File: src/rtl/pll_rst_seq_if.sv
// PLL/reset sequencer signal bundle.
// master drives the PLL status and requests; slave is the sequencer.
interface pll_rst_seq_if #(
  parameter int CNT_W = 8
) ();
  logic             pll_lock;
  logic             relock_req;
  logic             pll_resetb;
  logic             sys_rst;
  logic             ready;
  logic [1:0]       state;
  logic [CNT_W-1:0] fail_cnt;
  logic [CNT_W-1:0] lost_cnt;

  modport master (
    output pll_lock,
    output relock_req,
    input  pll_resetb,
    input  sys_rst,
    input  ready,
    input  state,
    input  fail_cnt,
    input  lost_cnt
  );

  modport slave (
    input  pll_lock,
    input  relock_req,
    output pll_resetb,
    output sys_rst,
    output ready,
    output state,
    output fail_cnt,
    output lost_cnt
  );
endinterface

File: src/rtl/pll_rst_seq.sv
// SB_PLL40 reset/lock sequencer on the crystal clock.
// Releases sys_rst only after a lock has held for STABLE_CYCLES.
module pll_rst_seq #(
  parameter int PLL_RST_CYCLES = 16,
  parameter int LOCK_TIMEOUT   = 4096,
  parameter int STABLE_CYCLES  = 256,
  parameter int CNT_W          = 8
) (
  input logic         clk,
  input logic         rst,
  pll_rst_seq_if.slave bus
);

  typedef enum logic [1:0] {
    PLL_RST   = 2'b00,
    WAIT_LOCK = 2'b01,
    STABLE    = 2'b10,
    RUN       = 2'b11
  } state_t;

  localparam int M1   = (PLL_RST_CYCLES > LOCK_TIMEOUT)
                      ? PLL_RST_CYCLES : LOCK_TIMEOUT;
  localparam int MAXC = (M1 > STABLE_CYCLES) ? M1 : STABLE_CYCLES;
  localparam int TW   = (MAXC > 1) ? $clog2(MAXC) : 1;

  localparam logic [TW-1:0] RST_END  = TW'(PLL_RST_CYCLES - 1);
  localparam logic [TW-1:0] WAIT_END = TW'(LOCK_TIMEOUT - 1);
  localparam logic [TW-1:0] STAB_END = TW'(STABLE_CYCLES - 1);

  state_t           cur;
  state_t           nxt;
  logic [TW-1:0]    timer;
  logic             sync1;
  logic             lock_s;
  logic             inc_fail;
  logic             inc_lost;
  logic             resetb_q;
  logic             sys_rst_q;
  logic             ready_q;
  logic [CNT_W-1:0] fail_q;
  logic [CNT_W-1:0] lost_q;

  // Bring the asynchronous PLL lock into the clk domain.
  always_ff @(posedge clk or posedge rst) begin
    if (rst) begin
      sync1  <= 1'b0;
      lock_s <= 1'b0;
    end else begin
      sync1  <= bus.pll_lock;
      lock_s <= sync1;
    end
  end

  // Next-state decision; a relock request overrides everything.
  always_comb begin
    nxt      = cur;
    inc_fail = 1'b0;
    inc_lost = 1'b0;
    if (bus.relock_req) begin
      nxt = PLL_RST;
    end else begin
      unique case (cur)
        PLL_RST: begin
          if (timer == RST_END) nxt = WAIT_LOCK;
        end
        WAIT_LOCK: begin
          if (lock_s) begin
            nxt = STABLE;
          end else if (timer == WAIT_END) begin
            nxt      = PLL_RST;
            inc_fail = 1'b1;
          end
        end
        STABLE: begin
          if (!lock_s) nxt = WAIT_LOCK;
          else if (timer == STAB_END) nxt = RUN;
        end
        RUN: begin
          if (!lock_s) begin
            nxt      = PLL_RST;
            inc_lost = 1'b1;
          end
        end
        default: nxt = PLL_RST;
      endcase
    end
  end

  // State, shared timer, registered outputs and saturating counters.
  always_ff @(posedge clk or posedge rst) begin
    if (rst) begin
      cur       <= PLL_RST;
      timer     <= '0;
      resetb_q  <= 1'b0;
      sys_rst_q <= 1'b1;
      ready_q   <= 1'b0;
      fail_q    <= '0;
      lost_q    <= '0;
    end else begin
      cur       <= nxt;
      resetb_q  <= (nxt != PLL_RST);
      sys_rst_q <= (nxt != RUN);
      ready_q   <= (nxt == RUN);
      if (bus.relock_req || nxt != cur) timer <= '0;
      else if (cur != RUN) timer <= timer + 1'b1;
      if (inc_fail && fail_q != '1) fail_q <= fail_q + 1'b1;
      if (inc_lost && lost_q != '1) lost_q <= lost_q + 1'b1;
    end
  end

  assign bus.state      = cur;
  assign bus.pll_resetb = resetb_q;
  assign bus.sys_rst    = sys_rst_q;
  assign bus.ready      = ready_q;
  assign bus.fail_cnt   = fail_q;
  assign bus.lost_cnt   = lost_q;

endmodule

File: src/flat_wrapper.sv
// flat-port wrapper written by rule: the top's interface ports become plain ports
module pll_rst_seq_flat 
#(
  parameter int PLL_RST_CYCLES = 16,
  parameter int LOCK_TIMEOUT   = 4096,
  parameter int STABLE_CYCLES  = 256,
  parameter int CNT_W          = 8
)
  (clk, rst, bus_pll_lock, bus_relock_req, bus_pll_resetb, bus_sys_rst, bus_ready, bus_state, bus_fail_cnt, bus_lost_cnt);
  pll_rst_seq_if #(.CNT_W(CNT_W)) bus_i ();
  input logic clk;
  input logic rst;
  input wire logic [$bits(bus_i.pll_lock)-1:0] bus_pll_lock;
  input wire logic [$bits(bus_i.relock_req)-1:0] bus_relock_req;
  output wire logic [$bits(bus_i.pll_resetb)-1:0] bus_pll_resetb;
  output wire logic [$bits(bus_i.sys_rst)-1:0] bus_sys_rst;
  output wire logic [$bits(bus_i.ready)-1:0] bus_ready;
  output wire logic [$bits(bus_i.state)-1:0] bus_state;
  output wire logic [$bits(bus_i.fail_cnt)-1:0] bus_fail_cnt;
  output wire logic [$bits(bus_i.lost_cnt)-1:0] bus_lost_cnt;
  assign bus_i.pll_lock = bus_pll_lock;
  assign bus_i.relock_req = bus_relock_req;
  assign bus_pll_resetb = bus_i.pll_resetb;
  assign bus_sys_rst = bus_i.sys_rst;
  assign bus_ready = bus_i.ready;
  assign bus_state = bus_i.state;
  assign bus_fail_cnt = bus_i.fail_cnt;
  assign bus_lost_cnt = bus_i.lost_cnt;
  pll_rst_seq #(.PLL_RST_CYCLES(PLL_RST_CYCLES), .LOCK_TIMEOUT(LOCK_TIMEOUT), .STABLE_CYCLES(STABLE_CYCLES), .CNT_W(CNT_W)) u_core (.clk(clk), .rst(rst), .bus(bus_i));
endmodule
File: config.mk
export PLATFORM = sky130hd
export DESIGN_NAME = pll_rst_seq_flat
export DESIGN_NICKNAME = d
export VERILOG_FILES = /design/src/rtl/pll_rst_seq_if.sv /design/src/rtl/pll_rst_seq.sv /design/src/flat_wrapper.sv
export SDC_FILE = /design/constraint.sdc
export NUM_CORES = 1
export LEC_CHECK = 0
export ABC_AREA = 1
export CORE_ASPECT_RATIO = 1.2
export CORE_UTILIZATION = 58
export CTS_CLUSTER_DIAMETER = 50
export DETAILED_ROUTE_END_ITERATION = 16
export GPL_ROUTABILITY_DRIVEN = 1
export GPL_TIMING_DRIVEN = 0
export PLACE_DENSITY = 0.81
export RECOVER_POWER = 100
export REMOVE_ABC_BUFFERS = 1
export SLEW_MARGIN = 20
export SYNTH_ARGS = -nofsm -noshare
export SYNTH_HDL_FRONTEND = slang
export SYNTH_SLANG_ARGS = --single-unit
export TNS_END_PERCENT = 5
File: constraint.sdc
create_clock -name clk -period 4 [get_ports clk]
set_input_delay 1 -clock clk [delete_from_list [all_inputs] [get_ports clk]]
set_output_delay 1 -clock clk [all_outputs]
set_load 0.01 [all_outputs]
==> flow_summary.ini, run 1 <==
[min_path]
holdCritPathClass = flip-flop to flip-flop
hold_start = u_core.sync1$_DFF_PP0_

[cells_and_area]
final_common_cell = nand2_1
antenna_cells = 0
area_delta_synth_final_pct = 16.6
final_nets = 246
drive_above_1_share = 0.129
layout_common_cells = nand2_1 (38), dfrtp_1 (34), inv_1 (28)
postLayoutCellArea_mm2 = 0.00213

[critical_path]
path_class = input port to flip-flop
crit_path_end_kind = flip-flop
cp.buffers_inverters = 2
critPathLaunchType = input port
path_cells = dlygate4sd3_1 -> nor2_1 -> inv_1 -> o21ai_0 -> nand3_1 -> nor2_1
cpPeakStageDelay_ps = 570
worstSetupStartpoint = bus_relock_req
arrival_ps = 2800
cp_top_family = simple AND/OR/NAND/NOR gates
path_max_fanout = 12
r2r-start = u_core.timer[0]$_DFFE_PP0P_
slowest_stage = dlygate4sd3_1
worst_path_most_repeated_cell = nor2_1
required_ps = 4260

[timing]
fmaxAchievable_mhz = 393
setup_viol = 0
setup_tns_ps = 0
relSlewSlack = 0.138
fin_skew_ps = 8.70
final.min_clock_period_ps = 2540
slew_viol_final = 0
hold_violations = 0
rsz0062_at_grt = no
period_share = 0.636
fin_hold_ws_ps = 370
worst_slew_pin_slew_ps = 1290

[clocking]
cts_resized = 0
cts_buffers = 5
clockRootBuffer = clkbuf_4
cts_tree = built
clockBufferDepth = 2
htreeDepth = 2
cts_sinks = 35
clkLatencyLatePin_ps = 340
hold_buffers = 0
clk_pin_slew_ps = 100
post-cts-setup-buffer-count = 0

[global_routing]
grt_max_degree = 36
grt_usage = 0.251
grt_pass1_wl_um = 6170
grt_pass1_vias = 1439
grt_overflow = 0
grt_antenna_before_repair = 0

[yosys]
synth_area_leaders = dfrtp_1 (47%), nand2_1 (7.8%), xor2_1 (7.2%)
synth_top_cell_area_share = 0.465
ys_types = 26
synth_seq_area_share = 0.480
syn_avg_cell_area_um2 = 8.75
yosysWarnings = 0
synth_area_mm2 = 0.00183
synthCells = 209
yosysTopAreaCell = dfrtp_1
ys_ff_latch = 35

[floorplanning]
num_rows = 21
die_w_um = 53.3
die_y_um = 63.5
core_mm2 = 0.00289
initial_core_util = 0.632
pin_count = 25
die_area_mm2 = 0.00338

[route]
drc = 0
via_per_inst = 5.17
dr.pass1.iters = 4
drt_iter0_markers = 34
wire_per_inst_um = 12.7
ant_nets = 0
wirelength_um = 3470
vias = 1416

[power]
p_per_area_mw_per_mm2 = 267
ir_worst_vdd_mv = 0.246
leakage_nw = 1.08

[placement]
dpl_cell_area_mm2 = 0.00210
hpwl_um = 2620
place.gp.congestion = 0.826
port_buffers = 24

[outcome]
status = complete, no violations

[flow_run]
maxCapViolCount = 0
## final timing paths
check,to,slack [ps],cells past startpoint
setup reg to reg,u_core.timer[9]$_DFFE_PP0P_,1880,9
hold reg to reg,u_core.lock_s$_DFF_PP0_,370,0
hold / removal,u_core.lock_s$_DFF_PP0_,370,0
setup / recovery,u_core.timer[9]$_DFFE_PP0P_,1460,6
min in group asynchronous,u_core.bus.fail_cnt[6]$_DFFE_PP0P_,1460,2
max in group asynchronous,u_core.bus.pll_resetb$_DFF_PP0_,1780,2
## report_power, final
part           internal, mW  switching, mW  total, mW
clock network        0.0685          0.115      0.183
registers             0.357        0.00353      0.361
logic               0.00741         0.0168     0.0242
total                 0.433          0.135      0.568
## registers in the layout, summed over array words and instances, names as in the netlist
signal	count
u_core.lock_s	1
u_core.bus.ready	1
u_core.timer	12
u_core.bus.state	2
u_core.bus.fail_cnt	8
u_core.bus.lost_cnt	8
u_core.bus.pll_resetb	1
u_core.bus.sys_rst	1
u_core.sync1	1
## metal layers
layer / vias up / GRT usage / part of all wire
met2: 24 / 0.420 / 0.50
li1: 707 / - / -
met5: - / 0 / 0
met3: 9 / 0.0845 / 0.046
met4: 0 / 0.0888 / 0.022
met1: 676 / 0.288 / 0.43
## cell usage after synthesis (all sizes together)
master,instances
a21oi,2
buf,1
dfrtp,34
dfstp,1
ha,3
inv,31
mux2i,1
nand2,44
nand3,20
nand3b,1
nand4,3
nor2,36
nor3,4
o21ai,5
o311ai,1
xnor2,7
xor2,15
## worst reg2reg max path, delay by kind of cell, from the launching register on
family	cells	cell delay [ps]
AND/OR/NAND/NOR	7	1230
flip-flops	1	400
adder cells (fa/ha/maj)	1	210
AO/OA/AOI/OAI	1	210
## per-stage QoR
step | cells | power [mW] | utilization | setup WS, ps
4_1_cts | 274 | 0.575 | 0.744 | 1580
3_3_place_gp | 266 | 0.393 | 0.726 | 1470
3_5_place_dp | 266 | 0.394 | 0.726 | 1360
5_1_grt | 274 | 0.592 | 0.737 | 1300
6_report | 274 | 0.568 | 0.737 | 1460
2_1_floorplan | 208 | 0.385 | - | 2130
## final cells by class
type                       instances  area (um2)
tap                               34        42.5
multi-input combinational        142         805
inverter                          31         116
sequential                        35         877
fill                             228         759
timing repair buffer              24         240
clock inverter                     1        5.00
clock buffer                       7        45.0
## cell families (layout without fill, tap and decap cells)
| logic type | Yosys count | in the layout | share of synthesized area |
|---|---|---|---|
| AOI/OAI and AO/OA | 8 | 8 | 0.0322 |
| DFF | 35 | 35 | 0.480 |
| buffers and inverters | 32 | 63 | 0.0698 |
| adders and majority gates | 3 | 3 | 0.0205 |
| and+or+nand+nor | 108 | 108 | 0.287 |
| muxes | 1 | 1 | 0.00548 |
| xor gates and xnor gates | 22 | 22 | 0.105 |
No activity file was read; power rests on OpenSTA's default activity.
==> run 2: changes to the inputs <==
CORE_UTILIZATION = 54   (was 58)
PLACE_DENSITY = 0.76   (was 0.81)
clock period = 2.48 ns   (was 4 ns; I/O delays follow)
==> flow_summary.ini, run 2 (synthesized netlist as in run 1, its figures left out) <==
[floorplanning]
initial_core_util = 0.583
core_mm2 = 0.00314
pin_count = 25
die_y_um = 65.7
die_area_mm2 = 0.00362
die_w_um = 55.1
num_rows = 22

[timing]
setup_tns_ps = 0
period_share = 0.841
slew_viol_final = 0
worst_slack_ps = 394
setup_viol = 0
final.min_clock_period_ps = 2090
fin_skew_ps = 6.76
fmaxAchievable_mhz = 479
hold_violations = 0
rsz0062_at_grt = no
worst_slew_pin_slew_ps = 1270
relSlewSlack = 0.150

[placement]
port_buffers = 24
place.gp.congestion = 0.836
dp_slack_ps = 253
hpwl_um = 2350

[power]
switching_share = 0.235
combPwrFrac = 0.043
p_per_area_mw_per_mm2 = 427
leakage_nw = 1.08
netSwitchingPower_mw = 0.214
ir_worst_vdd_mv = 0.396
pwr-share-seq = 0.638
p_clk_frac = 0.319
internal-power_mw = 0.699

[critical_path]
cpPeakStageDelay_ps = 600
arrival_ps = 1470
required_ps = 1860
path_class = flip-flop to output port
path_max_fanout = 1
path_cells = dlygate4sd3_1
crit_path_end_kind = output port
slowest_stage = dlygate4sd3_1
r2r-start = u_core.timer[0]$_DFFE_PP0P_
worstSetupStartpoint = u_core.bus.sys_rst$_DFF_PP1_
cp.buffers_inverters = 1
cp_top_family = buffers and inverters
critPathLaunchType = flip-flop

[global_routing]
grt_antenna_before_repair = 0
grt_usage = 0.224
grt_pass1_vias = 1439
grt_overflow = 0
grt_max_degree = 36
grt_pass1_wl_um = 5760

[clocking]
cts_tree = built
clockRootBuffer = clkbuf_4
htreeDepth = 2
clockBufferDepth = 2
hold_buffers = 0
cts_sinks = 35
cts_resized = 0
cts_buffers = 5
clk_pin_slew_ps = 90
clkLatencyLatePin_ps = 340
post-cts-setup-buffer-count = 0

[cells_and_area]
final_common_cell = nand2_1
largest_reg_flops = 12
area_delta_synth_final_pct = 16.9
final_nets = 246
largest-register = u_core.timer
antenna_cells = 0
multi_input_area_um2 = 808
fillers = 268
layout_common_cells = nand2_1 (40), dfrtp_1 (34), inv_1 (28)
register_area_um2 = 877
drive_above_1_share = 0.117

[route]
dr.pass1.iters = 4
vias = 1379
via_per_inst = 5.00
drt_iter0_markers = 29
wirelength_um = 3220
ant_nets = 0
wire_per_inst_um = 11.7
drc = 0

[min_path]
holdCritPathClass = flip-flop to flip-flop
hold_start = u_core.sync1$_DFF_PP0_

[flow_run]
maxCapViolCount = 0

[outcome]
status = complete, no violations
-- run 2: cell count changes in the layout (fill, tap and decap cells not counted), moves of 2 or more --
| cell | previous run | this run |
|---|---|---|
| nand2_1 | 38 | 40 |
| nor2_2 | 10 | 7 |
| nand2_2 | 5 | 3 |
| nor2_1 | 24 | 27 |
-- run 2: cell type report --
class                   instances  share of cell area
flip-flops and latches         35               0.410
multi-input cells             142               0.378
repair buffers                 24               0.112
inverters                      31              0.0544
clock buffers                   7              0.0211
well taps                      36              0.0211
clock inverters                 1             0.00234
-- run 2: path summary, 6_finish.rpt --
| check | slack [ps] | endpoint | cells past startpoint |
|---|---|---|---|
| min in group asynchronous | 1070 | u_core.bus.lost_cnt[3]$_DFFE_PP0P_ | 2 |
| worst max register to register | 590 | u_core.timer[9]$_DFFE_PP0P_ | 11 |
| worst max-delay path | 390 | bus_sys_rst | 1 |
| worst min register to register | 360 | u_core.lock_s$_DFF_PP0_ | 0 |
| max in group asynchronous | 660 | u_core.bus.fail_cnt[1]$_DFFE_PP0P_ | 2 |
| worst min-delay path | 360 | u_core.lock_s$_DFF_PP0_ | 0 |
-- run 2: through the flow --
step | area (um2) | cells | power, mW | hold slack, ps | util
after floorplan | 1820 | 208 | 0.622 | 331 | -
after global placement | 2100 | 268 | 0.633 | 336 | 0.670
after detailed placement | 2100 | 268 | 0.636 | 350 | 0.670
after CTS | 2150 | 276 | 0.934 | 373 | 0.686
after global routing | 2140 | 276 | 0.957 | 376 | 0.681
final | 2140 | 276 | 0.913 | 364 | 0.681
-- run 2: power by group through the flow --
stage | combinational (mW) | sequential, mW | clock (mW)
2_1_floorplan | 0.0296 | 0.592 | 0
3_3_place_gp | 0.0403 | 0.593 | 0
3_5_place_dp | 0.0425 | 0.593 | 0
4_1_cts | 0.0428 | 0.582 | 0.309
5_1_grt | 0.0459 | 0.583 | 0.327
6_report | 0.0389 | 0.582 | 0.291
-- run 2: routing by layer --
metal | share of wire | routed length (um) | global-route usage
met1 | 0.46 | 1470 | 0.262
met2 | 0.48 | 1560 | 0.361
met3 | 0.036 | 117 | 0.0764
met4 | 0.021 | 67 | 0.0969
met5 | 0 | 0 | 0
==> run 3: changes to the inputs <==
CORE_UTILIZATION = 49   (was 54)
PLACE_DENSITY = 0.72   (was 0.76)
clock period = 1.7 ns   (was 2.48 ns; I/O delays follow)
==> flow_summary.ini, run 3 (synthesized netlist as in run 1, its figures left out) <==
[global_routing]
grt.met1_usage = 0.242
grt_pass1_wl_um = 5380
top_usage_layer = met2
gr-usage-met3 = 0.0560
grt_pass1_vias = 1250
grt_usage = 0.182
grt_overflow = 0
gr-usage-met2 = 0.266
grt_max_degree = 36
grt_antenna_before_repair = 0

[flow_run]
maxCapViolCount = 0

[min_path]
holdCritPathClass = flip-flop to flip-flop

[cells_and_area]
drive_above_1_share = 0.205
postLayoutCellArea_mm2 = 0.00232
largest-register = u_core.timer
finalNonFillerCells = 281
layout_common_cells = nand2_1 (36), dfrtp_1 (32), inv_1 (27)
utilization = 0.673
antenna_cells = 0
largest_reg_flops = 12
final_common_cell = nand2_1
final_nets = 250
area_delta_synth_final_pct = 27.1

[route]
dr.pass1.iters = 4
wire_per_inst_um = 12.0
via_per_inst = 4.99
drc = 0
vias = 1401
ant_nets = 0
drt_iter0_markers = 39
wirelength_um = 3380

[critical_path]
path_cells = clkdlybuf4s50_1
cpPeakStageDelay_ps = 560
cp.buffers_inverters = 1
crit_path_end_kind = output port
arrival_ps = 1240
required_ps = 1270
path_max_fanout = 4
path_class = flip-flop to output port
cp_top_family = buffers and inverters
critPathLaunchType = flip-flop
slowest_stage = clkdlybuf4s50_1

[timing]
hold_violations = 0
rsz0062_at_grt = yes
relSlewSlack = 0.523
fin_skew_ps = 6.74
period_share = 0.982
slew_viol_final = 0
setup_viol = 0
worst_slew_pin_slew_ps = 714
final.min_clock_period_ps = 1670
worst_slack_ps = 30.3
fmaxAchievable_mhz = 599

[power]
switching_share = 0.221
netSwitchingPower_mw = 0.339
total_power_mw = 1.53
pwr-share-seq = 0.556
p_clk_frac = 0.397
leakage_nw = 1.24
p_per_area_mw_per_mm2 = 660
combPwrFrac = 0.047
ir_worst_vdd_mv = 0.532
internal-power_mw = 1.19

[placement]
dp_slack_ps = -334
dp_cells = 269
place.gp.congestion = 0.777
dpl_cell_area_mm2 = 0.00210
hpwl_um = 2200
port_buffers = 24

[floorplanning]
die_y_um = 68.9
core_mm2 = 0.00345
die_area_mm2 = 0.00398
pin_count = 25
initial_core_util = 0.529
die_w_um = 57.8
num_rows = 23

[clocking]
cts_tree = built
cts_buffers = 5
hold_buffers = 0
clkLatencyLatePin_ps = 280
htreeDepth = 2
clockBufferDepth = 2
cts_sinks = 35
clk_pin_slew_ps = 60
clockRootBuffer = clkbuf_8

[outcome]
status = complete, no violations
## run 3: worst register-to-register path: stages, from the launching register on
cell and delay [ps]:
dfrtp_1 420, ha_4 170, nand2_2 60, nor2_4 140
nand3_4 90, a21oi_2 150, nand2_2 110, nand2_4 100
nand2_4 70, nand3_4 140, nor2_1 50
## run 3: cell type report
class | count | area (um2)
Fill cell | 300 | 1130
Multi-Input combinational cell | 143 | 911
Sequential cell | 35 | 880
Timing Repair Buffer | 27 | 279
Inverter | 31 | 116
Clock buffer | 7 | 86.3
Tap cell | 37 | 46.3
Clock inverter | 1 | 5.00
## run 3: metal layers
metal  wire length [um]  share of wire
met1               1630           0.48
met3                108          0.032
met5                  0              0
met4                 56          0.017
met2               1580           0.47
## run 3: power groups by stage
| stage | Sequential, mW | Clock (mW) | Combinational, mW |
|---|---|---|---|
| 6_report | 0.853 | 0.609 | 0.0726 |
| 3_5_place_dp | 0.865 | 0 | 0.0621 |
| 2_1_floorplan | 0.864 | 0 | 0.0432 |
| 3_3_place_gp | 0.866 | 0 | 0.0610 |
| 4_1_cts | 0.850 | 0.627 | 0.0641 |
| 5_1_grt | 0.854 | 0.661 | 0.0850 |
## run 3: final timing paths
kind	from	to	slack [ps]	depth (start not counted)
hold reg to reg	u_core.sync1$_DFF_PP0_	u_core.lock_s$_DFF_PP0_	350	0
hold / removal	u_core.sync1$_DFF_PP0_	u_core.lock_s$_DFF_PP0_	350	0
max in group asynchronous	rst	u_core.bus.state[0]$_DFF_PP0_	490	2
setup reg to reg	u_core.timer[1]$_DFFE_PP0P_	u_core.timer[10]$_DFFE_PP0P_	60	10
min in group asynchronous	rst	u_core.timer[0]$_DFFE_PP0P_	710	2
setup / recovery	u_core.bus.lost_cnt[1]$_DFFE_PP0P_	bus_lost_cnt[1]	30	1
## run 3: what timing repair did
| item | in CTS | in global routing |
|---|---|---|
| endpoints found under the setup margin | 19 | 31 |
| gates cloned | 0 | 1 |
| setup buffers | 0 | 3 |
| pin swaps | 0 | 9 |
| gates resized for setup | 9 | 24 |
## run 3: through the flow
stage,setup TNS (ps),hold slack [ps]
floorplan,0,331
global placement,-15040,346
detailed placement,-5580,343
CTS,-0.548,358
global route,-431,362
finish,0,352
